**src/rtl/count_pkg.sv**
```systemverilog
// Shared constants and encodings for the counter control path.
package count_pkg;

    typedef enum logic {
        ST_IDLE = 1'b0,
        ST_RUN  = 1'b1
    } state_t;

    localparam logic        UP_DOWN_RST = 1'b1;
    localparam int unsigned COUNT_MOD   = 10;

endpackage

```
**src/rtl/debounce.sv**
```systemverilog
// Two-flop synchroniser, consecutive-mismatch debouncer and rising-edge detector for one button.
module debounce #(
    parameter int unsigned DEBOUNCE_CYCLES = 4
) (
    input  logic CLK,
    input  logic RSTn,
    input  logic IN,
    output logic OUT,
    output logic RISE
);

    localparam int unsigned CW = $clog2(DEBOUNCE_CYCLES + 1);
    localparam logic [CW-1:0] CNT_LAST = CW'(DEBOUNCE_CYCLES - 1);

    logic [1:0]    sync_q;
    logic [CW-1:0] cnt_q;
    logic          deb_q;
    logic          deb_d1_q;

    // Bring the raw button into the clock domain.
    always_ff @(posedge CLK or negedge RSTn) begin
        if (!RSTn) begin
            sync_q <= 2'b00;
        end else begin
            sync_q <= {sync_q[0], IN};
        end
    end

    // Accept a level change only after an unbroken run of mismatching cycles.
    always_ff @(posedge CLK or negedge RSTn) begin
        if (!RSTn) begin
            cnt_q <= '0;
            deb_q <= 1'b0;
        end else if (sync_q[1] != deb_q) begin
            if (cnt_q == CNT_LAST) begin
                deb_q <= ~deb_q;
                cnt_q <= '0;
            end else begin
                cnt_q <= cnt_q + CW'(1);
            end
        end else begin
            cnt_q <= '0;
        end
    end

    // Delayed debounced level for edge detection.
    always_ff @(posedge CLK or negedge RSTn) begin
        if (!RSTn) begin
            deb_d1_q <= 1'b0;
        end else begin
            deb_d1_q <= deb_q;
        end
    end

    assign OUT  = deb_q;
    assign RISE = deb_q & ~deb_d1_q;

endmodule

```
**src/rtl/count_ctrl.sv**
```systemverilog
// Turns run/stop and direction pushbuttons into ENABLE pulses and UP_DOWN for the mod-10 counter.
module count_ctrl
    import count_pkg::*;
#(
    parameter int unsigned DEBOUNCE_CYCLES = 4,
    parameter int unsigned PRESCALE        = 5
) (
    input  logic CLK,
    input  logic RSTn,
    input  logic BTN_RUN,
    input  logic BTN_DIR,
    output logic ENABLE,
    output logic UP_DOWN,
    output logic RUNNING
);

    localparam int unsigned   PW       = (PRESCALE > 1) ? $clog2(PRESCALE) : 1;
    localparam logic [PW-1:0] PRE_LAST = PW'(PRESCALE - 1);

    logic          run_rise;
    logic          dir_rise;
    logic          run_lvl_unused;
    logic          dir_lvl_unused;

    state_t        state_q;
    state_t        state_d;
    logic [PW-1:0] pre_q;
    logic [PW-1:0] pre_d;
    logic          enable_q;
    logic          enable_d;
    logic          up_q;
    logic          up_d;

    debounce #(.DEBOUNCE_CYCLES(DEBOUNCE_CYCLES)) u_deb_run (
        .CLK  (CLK),
        .RSTn (RSTn),
        .IN   (BTN_RUN),
        .OUT  (run_lvl_unused),
        .RISE (run_rise)
    );

    debounce #(.DEBOUNCE_CYCLES(DEBOUNCE_CYCLES)) u_deb_dir (
        .CLK  (CLK),
        .RSTn (RSTn),
        .IN   (BTN_DIR),
        .OUT  (dir_lvl_unused),
        .RISE (dir_rise)
    );

    // Next state: run toggle, prescaler phase, enable pulse and direction toggle.
    always_comb begin
        state_d  = state_q;
        pre_d    = pre_q;
        enable_d = 1'b0;
        up_d     = up_q ^ dir_rise;
        case (state_q)
            ST_IDLE: begin
                pre_d = '0;
                if (run_rise) begin
                    state_d = ST_RUN;
                end
            end
            ST_RUN: begin
                if (run_rise) begin
                    state_d = ST_IDLE;
                    pre_d   = '0;
                end else begin
                    enable_d = (pre_q == PRE_LAST);
                    pre_d    = (pre_q == PRE_LAST) ? '0 : pre_q + PW'(1);
                end
            end
            default: begin
                state_d = ST_IDLE;
                pre_d   = '0;
            end
        endcase
    end

    // State, prescaler and output registers.
    always_ff @(posedge CLK or negedge RSTn) begin
        if (!RSTn) begin
            state_q  <= ST_IDLE;
            pre_q    <= '0;
            enable_q <= 1'b0;
            up_q     <= UP_DOWN_RST;
        end else begin
            state_q  <= state_d;
            pre_q    <= pre_d;
            enable_q <= enable_d;
            up_q     <= up_d;
        end
    end

    assign ENABLE  = enable_q;
    assign UP_DOWN = up_q;
    assign RUNNING = (state_q == ST_RUN);

endmodule

```
**config.mk**
```make
export PLATFORM = sky130hd
export DESIGN_NAME = count_ctrl
export DESIGN_NICKNAME = d
export VERILOG_FILES = /design/src/rtl/count_pkg.sv /design/src/rtl/debounce.sv /design/src/rtl/count_ctrl.sv
export SDC_FILE = /design/constraint.sdc
export NUM_CORES = 1
export LEC_CHECK = 0
export ABC_AREA = 1
export CORE_MARGIN = 3
export CORE_UTILIZATION = 35
export CTS_CLUSTER_SIZE = 10
export DETAILED_ROUTE_END_ITERATION = 16
export DONT_BUFFER_PORTS = 1
export GPL_ROUTABILITY_DRIVEN = 0
export GPL_TIMING_DRIVEN = 0
export PLACE_DENSITY = 0.55
export SLEW_MARGIN = 20
export SYNTH_ARGS = -nofsm -noshare
export SYNTH_HDL_FRONTEND = slang
export SYNTH_SLANG_ARGS = --single-unit
```
**constraint.sdc**
```tcl
create_clock -name CLK -period 0.9 [get_ports CLK]
set_input_delay 0.18 -clock CLK [delete_from_list [all_inputs] [get_ports CLK]]
set_output_delay 0.18 -clock CLK [all_outputs]
set_load 0.03 [all_outputs]
```
==> results.tsv <==
stage	metric	value	unit
outcome	run status	finished with violations	
outcome	failing checks	negative setup slack	
synthesis	Yosys reg bits	20	
worst_hold_path	Worst Hold Class	primary input to async pin	
drt	via count	500	
global_routing	grt total ovfl	0	
critical_path	crit start category	flop	
synthesis	Syn Area/Cell	9.79	sq um
place	DP Area	822	sq um
synthesis	post-synth cell types	13	
clock_tree	CTS clock-pin slew for the worst setup and hold paths	0.11	ns
critical_path	Crit Path Class	flop to output port	
place	hpwl dp	775	microns
place	Port Buffers	0	
finish	fraction of layout cells with a size suffix above 1	39.1	%
global_routing	gr usage total	10.1	%
drt	routed vias/inst	4.39	
synthesis	top cells by area, synth	dfrtp_1, nand2_1, inv_1	
clock_tree	clock buffer depth	2	
die	Die Wd	53.3	microns
finish	fillers	209	
die	CORE AREA	2040	sq um
synthesis	Yosys top cell by area	dfrtp_1	
timing	Slew headroom	43.3	%
drt	initial DRC count	1	
timing	final setup violation count	7	
clock_tree	TritonCTS buffer count	3	
synthesis	synth warn	0	
synthesis	cell area after synthesis	783	sq um
synthesis	Gate Count Post-Synth	80	
finish	final instance area	991	sq um
timing	unrepaired setup endpoints after global routing	yes	
critical_path	CP required	0.72	ns
timing	Layout Skew	0.0114	ns
drt	DRC violation count after routing	0	
clock_tree	TritonCTS clock tree	done	
place	dpl cells	107	
clock_tree	clk sinks	20	
timing	final hold violations	0	
finish	Layout Nets	96	
global_routing	vias in the first global route	491	
critical_path	crit-path max FO	3	
drt	DR WL/cell	10.5	microns
finish	commonest non-fill, non-tap cell in the layout	dfrtp_1	
clock_tree	clock latency at the later pin of the worst-skew pair	0.30	ns
timing	Hold Worst Slack	0.0412	ns
power	Power Density	2920	nW/um^2
drt	Detail Route Antenna Nets	0	
critical_path	FF-to-FF path depth	3	
critical_path	CP Data Arrival Time	0.95	ns
global_routing	initial antenna violation count	0	
timing	actual slew at the worst max-slew pin	0.851	ns
drt	Total Wirelength	1.20	mm
critical_path	Worst Setup SP	UP_DOWN$_DFF_PN1_	
timing	minimum clock period	1.13	ns
clock_tree	CTS H-tree depth	1	
timing	final worst path period share	125	%
place	Post-Place Setup Slack	-0.0706	ns
global_routing	global-route wire length before repair	1.96	mm
timing	Final Max Slew Viols	0	
power	peak supply drop	0.00156	V
die	IO Count	7	
critical_path	worst r2r src	u_deb_dir.cnt_q[0]$_DFF_PN0_	
clock_tree	Root Driver	clkbuf_4	
finish	most frequent cells in the layout	dfrtp_1, nand2_1, inv_1, nand2_2, nor2_1	
die	Rows	16	
global_routing	largest net degree at the start of global routing	21	
die	Die Footprint	2840	sq um
timing	final worst-path setup slack	-0.229	ns
die	Die Y	53.3	microns
finish	n_diodes	0	
power	Lkg Pwr	0.471	nW
drt	Pre-antenna DRT Iters	2	
critical_path	Worst Setup End Kind	output port	
critical_path	worst flop-to-flop path endpoint	u_deb_dir.cnt_q[2]$_DFF_PN0_	
job	MaxCap Viol Count	0	
synthesis	Synth top area share	60.7	%
finish	final std cells w/o fill	114	
timing	Max Clk Rate	0.885	GHz
finish	Util after Layout	48.5	%
synthesis	Mapped Nets	88	
finish	Layout Area Growth over Synthesis	26.5	%
critical_path	Reg2Reg Setup Slack	-0.04	ns
synthesis	register area share after synthesis	64.1	%
die	initial core utilization	38.4	%
## per-stage QoR
stage | total power (W) | TNS [ns]
after floorplan | 0.00189 | 0
after global placement | 0.00198 | -0.0889
after detailed placement | 0.00203 | -0.188
after CTS | 0.00273 | -2.82
after global routing | 0.00312 | -0.882
final | 0.00290 | -0.465
## flip-flops by register name, summed over array words and instances (netlist names)
name and flops:
u_deb_dir.OUT 1, u_deb_run.deb_d1_q 1, ENABLE 1, u_deb_run.OUT 1, u_deb_dir.deb_d1_q 1, u_deb_dir.sync_q 2, UP_DOWN 1, RUNNING 1
u_deb_run.cnt_q 3, u_deb_run.sync_q 2, pre_q 3, u_deb_dir.cnt_q 3
## synthesized netlist by cell type
cell type	count
nand2_1	21
dfrtp_1	19
inv_1	14
nor2_1	10
ha_1	4
o21ai_0	3
nand2_2	2
or2_1	2
dfstp_2	1
inv_2	1
nand3_1	1
nand3b_1	1
nor2_2	1
## kinds of logic after synthesis
kind of cell | after synthesis | synth area share, %
AO/OA/AOI/OAI | 3 | 1.92
adder cells (fa/ha/maj) | 4 | 6.39
buffers and inverters | 15 | 7.19
flip-flops | 20 | 64.1
AND/OR/NAND/NOR | 38 | 20.4
## worst max-delay path by stage
stage                                    to  slack (ns)  depth (start not counted)
2_1_floorplan  u_deb_run.cnt_q[2]$_DFF_PN0_       0.008                          3
5_1_grt                             UP_DOWN       -0.26                          0
3_3_place_gp             pre_q[0]$_DFF_PN0_       -0.04                          5
4_1_cts                             UP_DOWN       -0.24                          0
6_report                            UP_DOWN       -0.23                          0
3_5_place_dp             pre_q[0]$_DFF_PN0_       -0.07                          5
## layout make-up
| class | instances | area, sq um | share of cell area (%) |
|---|---|---|---|
| Inverter | 15 | 56.3 | 5.68 |
| Timing Repair Buffer | 3 | 32.5 | 3.28 |
| Clock buffer | 4 | 36.3 | 3.66 |
| Tap cell | 27 | 33.8 | 3.41 |
| Sequential cell | 20 | 505 | 51.0 |
| Multi-Input combinational cell | 45 | 327 | 33.0 |
## power breakdown
part / internal [W] / total (W) / switching (W)
clock network: 0.000247 / 0.000507 / 0.000261
registers: 0.00117 / 0.00151 / 0.000332
logic: 0.000411 / 0.000885 / 0.000474
total: 0.00183 / 0.00290 / 0.00107
## metal layers
metal | share of wire, % | routed length [microns] | global-route usage, %
met1 | 42 | 509 | 10.4
met4 | 1.4 | 17 | 5.11
met3 | 6.8 | 81 | 6.48
met2 | 49 | 591 | 15.5
met5 | 0 | 0 | 0
## worst register-to-register path, cell delays in order, from the launching register on
cell     delay, ns
dfrtp_1       0.43
ha_4          0.18
or2_1         0.20
nor2_1        0.08
## what timing repair did
action / CTS / global route
hold buffers: 3 / 0
resized for setup: 13 / 19
buffers inserted: 0 / 0
pin swaps: 13 / 8
endpoints found under the hold margin: 22 / 0
setup endpoints to repair: 13 / 35
(Power assumes the default switching activity.)
